--- src/rtl/softmax_norm.sv ---
// Softmax normalisation stage: buffers one row of exp values, accumulates their
// sum, then divides each element by the sum with a bit-serial restoring divider
// and streams the Q1.FRAC probabilities out over a valid/ready handshake.
//
// state     | meaning
// ----------+-----------------------------------------------------------
// S_COLLECT | accept row elements into row_buf and accumulate the sum
// S_DIVIDE  | one quotient bit per cycle for element k, OW cycles total
// S_OUTPUT  | present quotient of element k until downstream takes it
module softmax_norm #(
   parameter int SEQ_LEN = 16,
   parameter int DW      = 16,
   parameter int FRAC    = 15,
   parameter int OW      = 16
) (
   input  logic          clk,
   input  logic          reset,
   input  logic          in_valid,
   input  logic [DW-1:0] in_data,
   output logic          in_ready,
   output logic          out_valid,
   output logic [OW-1:0] out_data,
   input  logic          out_ready,
   output logic          out_last,
   output logic          busy
);

   localparam int CW = (SEQ_LEN > 1) ? $clog2(SEQ_LEN) : 1;
   localparam int NW = $clog2(SEQ_LEN + 1);
   localparam int SW = DW + $clog2(SEQ_LEN);
   localparam int XW = DW + FRAC;
   localparam int BW = (OW > 1) ? $clog2(OW) : 1;

   typedef enum logic [1:0] {
      S_COLLECT = 2'd0,
      S_DIVIDE  = 2'd1,
      S_OUTPUT  = 2'd2
   } state_t;

   state_t          state_q, state_d;
   logic [NW-1:0]   cnt_q, cnt_d;
   logic [CW-1:0]   k_q, k_d;
   logic [SW-1:0]   sum_q, sum_d;
   logic [SW-1:0]   rem_q, rem_d;
   logic [OW-1:0]   dvd_q, dvd_d;
   logic [OW-1:0]   quo_q, quo_d;
   logic [BW-1:0]   bit_q, bit_d;
   logic [DW-1:0]   row_buf_q [SEQ_LEN];

   logic            accept;
   logic            last_in;
   logic            last_k;
   logic [CW-1:0]   k_inc;
   logic [DW-1:0]   ld_x;
   logic [XW-1:0]   ld_full;
   logic [SW-1:0]   ld_rem;
   logic [OW-1:0]   ld_dvd;
   logic [SW:0]     rem_sh;
   logic            take_bit;
   logic [SW-1:0]   rem_next;

   assign in_ready  = (state_q == S_COLLECT) && !reset;
   assign accept    = in_valid && in_ready;
   assign last_in   = (cnt_q == NW'(SEQ_LEN - 1));
   assign last_k    = (k_q == CW'(SEQ_LEN - 1));
   assign k_inc     = k_q + 1'b1;

   assign out_valid = (state_q == S_OUTPUT);
   assign out_data  = out_valid ? quo_q : '0;
   assign out_last  = out_valid && last_k;
   assign busy      = (state_q != S_COLLECT) || (cnt_q != '0);

   // Divider preload: element about to be divided. Dividend x<<FRAC is split into
   // a starting remainder (bits above OW, always below sum) and the OW low bits
   // that get shifted in one per cycle. A one-element row uses in_data directly
   // because its buffer slot is being written in the same cycle.
   always_comb begin
      ld_x = row_buf_q[k_inc];
      if (state_q == S_COLLECT) begin
         ld_x = (cnt_q == '0) ? in_data : row_buf_q[0];
      end
      ld_full = XW'(ld_x) << FRAC;
      ld_rem  = SW'(ld_full >> OW);
      ld_dvd  = ld_full[OW-1:0];
   end

   // One restoring-division step; a zero sum never sets a quotient bit.
   always_comb begin
      rem_sh   = {rem_q, dvd_q[OW-1]};
      take_bit = (sum_q != '0) && (rem_sh >= {1'b0, sum_q});
      rem_next = take_bit ? SW'(rem_sh - {1'b0, sum_q}) : rem_sh[SW-1:0];
   end

   // Next-state and datapath updates for the three-state controller.
   always_comb begin
      state_d = state_q;
      cnt_d   = cnt_q;
      k_d     = k_q;
      sum_d   = sum_q;
      rem_d   = rem_q;
      dvd_d   = dvd_q;
      quo_d   = quo_q;
      bit_d   = bit_q;
      case (state_q)
         S_COLLECT: begin
            if (accept) begin
               sum_d = sum_q + SW'(in_data);
               cnt_d = cnt_q + 1'b1;
               if (last_in) begin
                  state_d = S_DIVIDE;
                  k_d     = '0;
                  rem_d   = ld_rem;
                  dvd_d   = ld_dvd;
                  quo_d   = '0;
                  bit_d   = BW'(OW - 1);
               end
            end
         end
         S_DIVIDE: begin
            rem_d = rem_next;
            dvd_d = dvd_q << 1;
            quo_d = (quo_q << 1) | OW'(take_bit);
            if (bit_q == '0) begin
               state_d = S_OUTPUT;
            end else begin
               bit_d = bit_q - 1'b1;
            end
         end
         S_OUTPUT: begin
            if (out_ready) begin
               if (!last_k) begin
                  state_d = S_DIVIDE;
                  k_d     = k_inc;
                  rem_d   = ld_rem;
                  dvd_d   = ld_dvd;
                  quo_d   = '0;
                  bit_d   = BW'(OW - 1);
               end else begin
                  state_d = S_COLLECT;
                  sum_d   = '0;
                  cnt_d   = '0;
               end
            end
         end
         default: begin
            state_d = S_COLLECT;
         end
      endcase
   end

   // Control and divider registers, cleared asynchronously.
   always_ff @(posedge clk or posedge reset) begin
      if (reset) begin
         state_q <= S_COLLECT;
         cnt_q   <= '0;
         k_q     <= '0;
         sum_q   <= '0;
         rem_q   <= '0;
         dvd_q   <= '0;
         quo_q   <= '0;
         bit_q   <= '0;
      end else begin
         state_q <= state_d;
         cnt_q   <= cnt_d;
         k_q     <= k_d;
         sum_q   <= sum_d;
         rem_q   <= rem_d;
         dvd_q   <= dvd_d;
         quo_q   <= quo_d;
         bit_q   <= bit_d;
      end
   end

   // Row storage; stale contents are harmless because cnt restarts at zero.
   always_ff @(posedge clk) begin
      if (accept) begin
         row_buf_q[cnt_q[CW-1:0]] <= in_data;
      end
   end

endmodule

--- config.mk ---
export PLATFORM = sky130hd
export DESIGN_NAME = softmax_norm
export DESIGN_NICKNAME = d
export VERILOG_FILES = /design/src/rtl/softmax_norm.sv
export SDC_FILE = /design/constraint.sdc
export NUM_CORES = 1
export LEC_CHECK = 0
export BUFFER_PORTS_ARGS = -buffer_cell sky130_fd_sc_hd__buf_4
export CAP_MARGIN = 15
export CORE_MARGIN = 1
export CORE_UTILIZATION = 30
export CTS_CLUSTER_SIZE = 25
export DETAILED_ROUTE_END_ITERATION = 7
export GPL_TIMING_DRIVEN = 0
export PLACE_DENSITY = 0.55
export SYNTH_ARGS = -nofsm -noshare
export SYNTH_HDL_FRONTEND = slang
export SYNTH_SLANG_ARGS = --single-unit
--- constraint.sdc ---
create_clock -name clk -period 3.9 [get_ports clk]
set_clock_uncertainty 0.2 [all_clocks]
set_input_delay 0.78 -clock clk [delete_from_list [all_inputs] [get_ports clk]]
set_output_delay 0.78 -clock clk [all_outputs]
set_load 0.05 [all_outputs]
======== After elaboration in Yosys (flattened, before gate mapping) ========
Memories as Yosys holds them, arrays and structs flattened.
Cells that the tools add are included.
storage, ports and cells
  flip-flop bits (word level) ............. 87
  bits in latches ......................... 0
  bits in writable memories ............... 256
  ROM bits ................................ 0
  bits of input ports ..................... 20
  output and inout bits ................... 20
  logic and storage cells ................. 92
  memories kept ........................... 1
memory list
  name       words  width  read ports  clocked after Yosys merged registers in  wr ports  line  source
  row_buf_q  16     16     2           0                                        1         48    logic [DW-1:0] row_buf_q [SEQ_LEN];
operators by class
  $add $sub $neg .......................... 5
  $mul .................................... 0
  divide/modulo/power cells ............... 0
  $lt $le $gt $ge ......................... 1
  equal/unequal tests ..................... 11
  shift-type cells ........................ 0
  multiplexer cells ....................... 46
  bitwise logic cells ..................... 1
  reductions and logical operators ........ 19
operator list
  kind                 number
  $mux 16              11
  $mux 20              8
  $pmux 16 s3          2
  $pmux 20 s3          1
  $pmux 20 s2          1
  $mux 4               9
  $ge 21x20->1         1
  $add 20x16->20       1
  $reduce_bool 20->1   1
  $sub 20x20->20       1
  $or 16x1->16         1
  $mux 5               3
  $pmux 4 s3           1
  $ne 2x2->1 const B   5
  $pmux 5 s2           1
  $reduce_and 5->1     2
  $mux 2               4
  $pmux 4 s2           1
  $reduce_and 4->1     2
  $pmux 2 s3           1
  $reduce_and 6->1     1
  $add 5x1->5 const B  1
  $eq 5x4->1 const B   1
  $logic_not 5->1      1
  15 further kinds     22

======== Longest topological paths before layout ========
Gate-level depths: netlist of the first run.
  depth after elaboration ................. 6
  depth in mapped cells ................... 12
  mapped depth without buffers ............ 12

======== Worst setup path after synthesis of the first run ========
OpenSTA, ideal clock, no wires.
  path type ............................... input to register
  start ................................... in reset
  end ..................................... mem row_buf_q[7][0] (enable)
  library setup time ...................... 0.374 ns
  arrival time ............................ 3.135 ns
  required time ........................... 3.326 ns
  path slack .............................. 0.192 ns
  stages on the path ...................... 6
  path buffers ............................ 1
  cells stage by stage .................... nor3_1 > and2_1 > clkbuf_1 > nand2_1 > nor2_1 > and2_1
between the ends
  word-level cells in the longest chain between the ends .. 5
RTL lines
  what                          line  source
  start, declared               17    input logic reset,
  $logic_not 1->1 (no line)     n/a
  $logic_and 1x1->1             62    assign in_ready = (state_q == S_COLLECT) && !reset;
  $logic_and 1x1->1             63    assign accept = in_valid && in_ready;
  $mux 1                        176   if (accept) begin
  $mux 1 (implied by the code)  177   row_buf_q[cnt_q[CW-1:0]] <= in_data;
  end, declared                 48
No other way between the ends.

======== Worst setup path after layout of the first run ========
  start ................................... reg k_q[1]
  end ..................................... reg rem_q[11]
between the ends
  word-level cells in the longest chain between the ends .. 6
  elaborated cells between the ends (all ways) .. 11
  those cells by class .................... 1 x add/sub; 2 x eq/ne; 6 x mux; 1 x reduce/logical; 1 x memory
RTL lines
  what                               line      source
  start, declared                    42        logic [CW-1:0] k_q, k_d;
  start signal, assigned             165       k_q <= k_d;
  $add 4x1->4                        66        assign k_inc = k_q + 1'b1;
  $mem_v2 16x16                      n/a
  $mux 16                            79        if (state_q == S_COLLECT) begin
  $mux 20, on equally long branches  131, 109
  $mux 20, on equally long branches  130, 106
  $pmux 20 s3                        104       case (state_q)
  end signal, assigned               167       rem_q <= rem_d;
  end, declared                      44        logic [SW-1:0] rem_q, rem_d;
Parallel ways exist; a longest one is shown, timed or not. The select of a mux whose other input is x is not followed.
A chain may end at the register's enable or synchronous reset.

==> reports/results.ini, run 1 <==
[power]
leakage_uw = 0.00624
p_int_uw = 7800
p_seq_share_pct = 38.6
vdd_drop_max_v = 0.000337
swShare_pct = 34.8
p_comb_share_pct = 32.9
power_density_mw_per_mm2 = 676
clkPwrFrac_pct = 28.5
switchingPower_uw = 4160
power_uw = 12000

[clock_network]
cts_num_sinks = 328
htree_levels = 2
clk_pin_slew_ns = 0.06
clkLatencyLatePin_ns = 0.55
cts-root-buf = clkbuf_16
cts_hold_repair.buffers = 0
cts_resized = 0
cts_tree = yes
post-cts-setup-buffers = 0
clockBufferDepth = 3
cts_buffers = 36

[sta]
worstMarginPinSlew_ns = 1.12
hold_viol = 0
final_max_slew_viol_count = 0
rsz0062_at_grt = false
period_share_pct = 96.6
slew_headroom_pct = 25.2
fin_ws_ns = 0.131
setup_viol = 0
min_period_ns = 3.77
max_freq_mhz = 265
whs_ns = 0.0571

[detailed_routing]
vias_per_cell = 5.14
drt_iter0_drc = 709
drt_wl_total_um = 39400
ant_nets = 0
drc = 0
wl_per_cell_um = 21.7
drt_first_pass_iters = 5
num_vias = 9333

[global_routing]
gr-total-overflow = 0
grt_start_max_net_pins = 42
track_usage_pct = 15.5
grt_pass1_wl_um = 59200
grt_pass1_vias = 9156
antenna_found_initial = 0

[critical_path]
crit_chain = ha_1 -> buf_2 -> buf_2 -> buf_1 -> mux4_2 -> mux4_2 -> nor2_1 -> o22ai_1
critical_path_class = flop to flop
worst-endpoint-required_ns = 4.11
crit_arrival_ns = 3.98
critical_path.max_stage_delay_ns = 0.75
cp_slowest_cell = buf_1
cp-end-kind = flop
start_kind = flop
crit_fanout = 10

[placed_design]
dp_hpwl_um = 27700
numPortBuffers = 39
dp.cells = 1752
gp_congestion = 0.859
place_ws_ns = 0.121

[die]
rows = 82
core_area_sq_mm = 0.0501
die-area_sq_mm = 0.0515
pin_count = 40
fp.dieW_um = 227
dieHeight_um = 227
start_util_pct = 30.3

[layout]
fillers = 4851
multiInputGateArea_sq_mm = 0.00535
drive_above_1_share_pct = 18.9
layout-area-overhead-vs-synth_pct = 16.6
layout.nets = 1183
final_cell_count_no_fill = 1816
diodes = 0
seq_area_sq_mm = 0.00949

[synth]
synth_edf_count = 256
syn_area_sq_mm = 0.0152
yosys_warnings = 0
synth_cell_types = 65
synthArstFlopShare_pct = 22.0
ys.flop_type = edfxtp_1
synth_nets = 1099
netlist_instances = 1034
ys_seq_area_share_pct = 62.5
syn_area_per_cell_sq_um = 14.7
synth-seq-cells = 328

[run]
drv_cap = 0

[run_status]
status = finished, final reports clean

[hold_path]
hp-class = primary input to async pin

-- layout by cell type (no fill, tap or decap), drive strengths merged, types with 4 or more instances in the layout --
cell type,synthesis,layout
and3,17,17
clkbuf,20,64
a21oi,30,30
a221o,4,4
nor2b,8,8
clkinv,0,13
o21ai,52,52
buf,25,71
mux4,80,80
a22oi,5,5
xor2,12,12
nand4,4,4
nand3,15,15
a211oi,7,7
xnor2,19,19
or3,5,5
nor3,14,14
nor2,56,56
a21o,10,10
inv,36,39
nand2,91,91
a31oi,20,20
nor4,7,7
dfrtp,72,72
o22ai,30,30
mux2i,13,13
edfxtp,256,256
o211ai,4,4
o21bai,5,5
ha,43,43
and2,26,26
o21a,6,6
nand2b,8,8
-- sequential cells by signal, indices dropped and copies added (netlist names) --
| signal | cells |
|---|---|
| bit_q | 4 |
| cnt_q | 5 |
| dvd_q | 1 |
| k_q | 4 |
| quo_q | 16 |
| rem_q | 20 |
| row_buf_q | 256 |
| state_q | 2 |
| sum_q | 20 |
-- cell usage after synthesis (all sizes together) (2+ instances only) --
cell type | number | share of area [%]
nand3b | 2 | 0.099
a311oi | 2 | 0.12
a221o | 4 | 0.26
edfxtp | 256 | 51
clkbuf | 20 | 0.49
a21o | 10 | 0.49
a211o | 3 | 0.17
and2 | 26 | 1.1
a31oi | 20 | 0.87
mux2i | 13 | 0.86
o21a | 6 | 0.30
o211ai | 4 | 0.20
nor2 | 56 | 1.4
fa | 2 | 0.26
mux4 | 80 | 12
o21bai | 5 | 0.25
nand3 | 15 | 0.49
nor2b | 8 | 0.33
buf | 25 | 0.86
a22o | 3 | 0.17
nor4 | 7 | 0.29
or3 | 5 | 0.21
nand2b | 8 | 0.33
nor3 | 14 | 0.46
a211oi | 7 | 0.41
nand4 | 4 | 0.16
ha | 43 | 3.5
a221oi | 3 | 0.17
a22oi | 5 | 0.25
inv | 36 | 0.89
xor2 | 12 | 0.69
o22ai | 30 | 1.3
o21ai | 52 | 1.7
o32ai | 2 | 0.12
dfrtp | 72 | 12
and3 | 17 | 0.77
a32oi | 2 | 0.12
nand2 | 91 | 2.3
o31ai | 3 | 0.18
xnor2 | 19 | 1.1
a21oi | 30 | 1.1
-- logic make-up (layout without fill, tap and decap cells) --
family	count (synthesis)	after routing	share of synthesized area, %
AND/OR/NAND/NOR	258	258	8.28
multiplexers	94	94	12.8
adder cells (fa/ha/maj)	45	45	3.81
buffers and inverters	81	191	2.24
AO/OA/AOI/OAI	197	197	8.49
XOR/XNOR	31	31	1.84
flip-flops	328	328	62.5
-- cell type report --
| cell class | count | share of cell area, % |
|---|---|---|
| timing repair buffer | 46 | 2.74 |
| tap | 672 | 4.75 |
| buffer | 45 | 1.16 |
| clock inverter | 20 | 1.26 |
| multi-input combinational | 625 | 30.2 |
| clock buffer | 44 | 5.44 |
| sequential | 328 | 53.6 |
| inverter | 36 | 0.778 |
-- per-stage QoR --
stage / area [sq um] / util [%] / TNS [ns]
after global routing: 17700 / 35.3 / 0
after CTS: 17700 / 35.3 / 0
after floorplan: 15200 / - / 0
final: 17700 / 35.3 / 0
after detailed placement: 16500 / 33.0 / 0
after global placement: 16300 / 32.6 / -3.79
-- worst max-delay path: cells and delay by family, from the launching register on --
family	cells	cell delay, ns
AO/OA/AOI/OAI	1	0.11
AND/OR/NAND/NOR	1	0.17
multiplexers	2	0.92
flip-flops	1	0.40
adder cells (fa/ha/maj)	1	0.34
buffers and inverters	3	1.46
-- final timing paths --
kind	from	end	slack [ns]	depth (start not counted)
max reg2reg	k_q[1]	rem_q[11]	0.13	8
min reg2reg	quo_q[6]	quo_q[7]	0.31	2
min in group clk	quo_q[6]	quo_q[7]	0.31	2
min	reset	sum_q[15]	0.06	2
max	k_q[1]	rem_q[11]	0.13	8
max in group asynchronous	reset	k_q[2]	2.88	3
-- per-layer routing --
layer / GRT usage (%) / wire length [um] / vias up
li1: - / - / 4206
met1: 22.6 / 18700 / 4852
met4: 3.59 / 730 / 0
met5: 0 / 0 / -
met3: 2.54 / 1830 / 48
met2: 24.3 / 18200 / 227
-- power groups by stage --
stage               logic, uW  registers [uW]  clock network [uW]
finish                   3940            4620                3410
global route             4360            4660                3620
CTS                      3910            4610                3480
detailed placement       3880            4680                   0
global placement         3810            4660                   0
floorplan                2980            4520                   0
(Power assumes the default switching activity.)
==> run 2: changes to the inputs <==
--- a/config.mk
+++ b/config.mk
@@ -5,6 +5,7 @@
 export SDC_FILE = /design/constraint.sdc
 export NUM_CORES = 1
 export LEC_CHECK = 0
+export ABC_AREA = 1
 export BUFFER_PORTS_ARGS = -buffer_cell sky130_fd_sc_hd__buf_4
 export CAP_MARGIN = 15
 export CORE_MARGIN = 1
@@ -12,7 +13,8 @@
 export CTS_CLUSTER_SIZE = 25
 export DETAILED_ROUTE_END_ITERATION = 7
 export GPL_TIMING_DRIVEN = 0
-export PLACE_DENSITY = 0.55
+export PLACE_DENSITY_LB_ADDON = 0.3
+export SLEW_MARGIN = 20
 export SYNTH_ARGS = -nofsm -noshare
 export SYNTH_HDL_FRONTEND = slang
 export SYNTH_SLANG_ARGS = --single-unit
==> run 2 against run 1 <==
Effect of this change: register-to-register slack gained 0.68 ns; global-route usage grew 1.9 points; cell count grew 37%; total power grew 12%; routed wire length grew 19%; utilization grew 0.13 points; sequential power shrank 4.5%; highest routed layer unchanged.
==> reports/results.ini, run 2 <==
[die]
fp.dieW_um = 233
rows = 84
dieHeight_um = 233
start_util_pct = 30.4
die-area_sq_mm = 0.0544
pin_count = 40
core_area_sq_mm = 0.0528

[sta]
rsz0062_at_grt = false
worstMarginPinSlew_ns = 0.919
slew_headroom_pct = 38.7
max_freq_mhz = 290
final_max_slew_viol_count = 0
period_share_pct = 88.4
min_period_ns = 3.45
whs_ns = 0.106
setup_viol = 0
hold_viol = 0

[synth]
synth-seq-cells = 328
ys_seq_area_share_pct = 59.1
yosys_warnings = 0
synthTopCellsByCount = nor2_1 (287), nand2_1 (263), edfxtp_1 (256)
synth_edf_count = 256
synth_cell_types = 37
synth_area_leaders = edfxtp_1 (48%), dfrtp_1 (11%), nor2_1 (6.7%), nand2_1 (6.2%), o21ai_0 (5.8%)
ys.flop_type = edfxtp_1
syn_area_sq_mm = 0.0161
yosys.area.top_type = edfxtp_1
yosysMostFrequentCell = nor2_1
synthArstFlopShare_pct = 22.0
synth_nets = 1740
netlist.area_leader.share_pct = 47.9
syn_area_per_cell_sq_um = 9.58
netlist_instances = 1675

[clock_network]
htree_levels = 2
post-cts-setup-buffers = 0
cts_tree = yes
clkLatencyLatePin_ns = 0.55
cts_resized = 0
cts_hold_repair.buffers = 0
clockBufferDepth = 3
cts_buffers = 37
cts_num_sinks = 328
cts-root-buf = clkbuf_16
clk_pin_slew_ns = 0.06

[layout]
drive_above_1_share_pct = 9.47
layout.nets = 1833
final_cell_count_no_fill = 2483
fillers = 5291
mostFrequentLayoutCell = nor2_1
final_cell_mix = nor2_1 (271), nand2_1 (263), edfxtp_1 (256)
largest_reg_flops = 256
layout-area-overhead-vs-synth_pct = 16.6
diodes = 0

[run]
drv_cap = 0

[detailed_routing]
drt_wl_total_um = 47100
num_vias = 12400
drt_first_pass_iters = 5
ant_nets = 0
vias_per_cell = 5.00
drc = 0
wl_per_cell_um = 19.0
drt_iter0_drc = 977

[critical_path]
cp_slowest_cell = clkbuf_1
critical_path_class = flop to primary output
reg2reg_slack_ns = 0.81
critPathMostFrequentCell = inv_1
reg2reg_from = k_q[0]
cpLargestDelayFamily = buffers and inverters
critical_path_buf_inv_count = 4
start_kind = flop
crit_fanout = 10
worst-endpoint-required_ns = 2.92
r2r_cells = 12
crit_chain = inv_1 -> ha_1 -> nand4_1 -> inv_1 -> clkbuf_1 -> nand2_1 -> buf_4
crit_arrival_ns = 2.47
r2r-end = rem_q[1]
crit_path_start = cnt_q[0]
cp-end-kind = primary output
critical_path.max_stage_delay_ns = 0.41

[global_routing]
track_usage_pct = 17.5
grt_pass1_vias = 12000
grt_start_max_net_pins = 38
gr-total-overflow = 0
antenna_found_initial = 0
grt_pass1_wl_um = 72000

[hold_path]
hp-class = primary input to async pin

[placed_design]
dp_hpwl_um = 33600
numPortBuffers = 39
dp.cells = 2417
gp_congestion = 0.927

[power]
leakage_uw = 0.00738
power_density_mw_per_mm2 = 713
power_uw = 13300
vdd_drop_max_v = 0.000375

[run_status]
status = finished, final reports clean

## run 2: cell types whose count changed in the layout (fill, tap and decap cells not counted), sizes merged, moves of 12 or more
cell / change
nor2: +233
nand2: +178
o21ai: +141
inv: +116
mux4: -80
nand3: +74
o211ai: +54
a21oi: +35
clkbuf: +22
a31oi: -17
and3: -17
buf: +14
mux2i: -13
a21boi: +12
## run 2: kinds of logic (layout without fill, tap and decap cells)
logic type | count (synthesis) | in the layout | share of synthesized area, %
DFF | 328 | 328 | 59.1
buffers and inverters | 225 | 345 | 5.57
adders and majority gates | 45 | 45 | 3.60
and+or+nand+nor | 695 | 695 | 17.9
xor gates and xnor gates | 15 | 15 | 0.865
AOI/OAI and AO/OA | 367 | 367 | 12.9
## run 2: worst max-delay path by stage
stage | to | depth (start not counted)
floorplan | bit_q[0] | 1
global placement | quo_q[5] | 2
detailed placement | sum_q[10] | 15
CTS | busy | 7
global route | busy | 7
finish | busy | 7
## run 2: power breakdown
group,total [uW],switching (uW),internal [uW]
Combinational,5270,3460,1820
Clock,3660,1480,2180
Sequential,4410,229,4180
Total,13300,5170,8170
## run 2: routing by layer
layer	wire, um	part of all wire, %	vias up	GRT usage [%]
met4	920	2.0	0	4.41
met3	2730	5.8	62	2.19
met5	0	0	-	0
met2	22500	48	342	29.4
met1	20900	44	6075	23.7
li1	-	-	5947	-
## run 2: through the flow
step                setup TNS (ns)  area (sq um)  setup WS, ns  util (%)
floorplan                        0         16100          1.10         -
CTS                              0         18700         0.458      35.5
global route                     0         18700         0.219      35.5
global placement             -7.26         17200        -0.112      32.6
detailed placement               0         17500         0.516      33.1
finish                           0         18700         0.451      35.5
## run 2: layout make-up
class	instances	area, sq um	area share, %
Buffer	71	317	1.69
Clock buffer	46	1000	5.36
Clock inverter	20	260	1.39
Inverter	154	581	3.10
Multi-Input combinational cell	1122	5710	30.5
Sequential cell	328	9490	50.7
Tap cell	688	861	4.60
Timing Repair Buffer	54	493	2.63
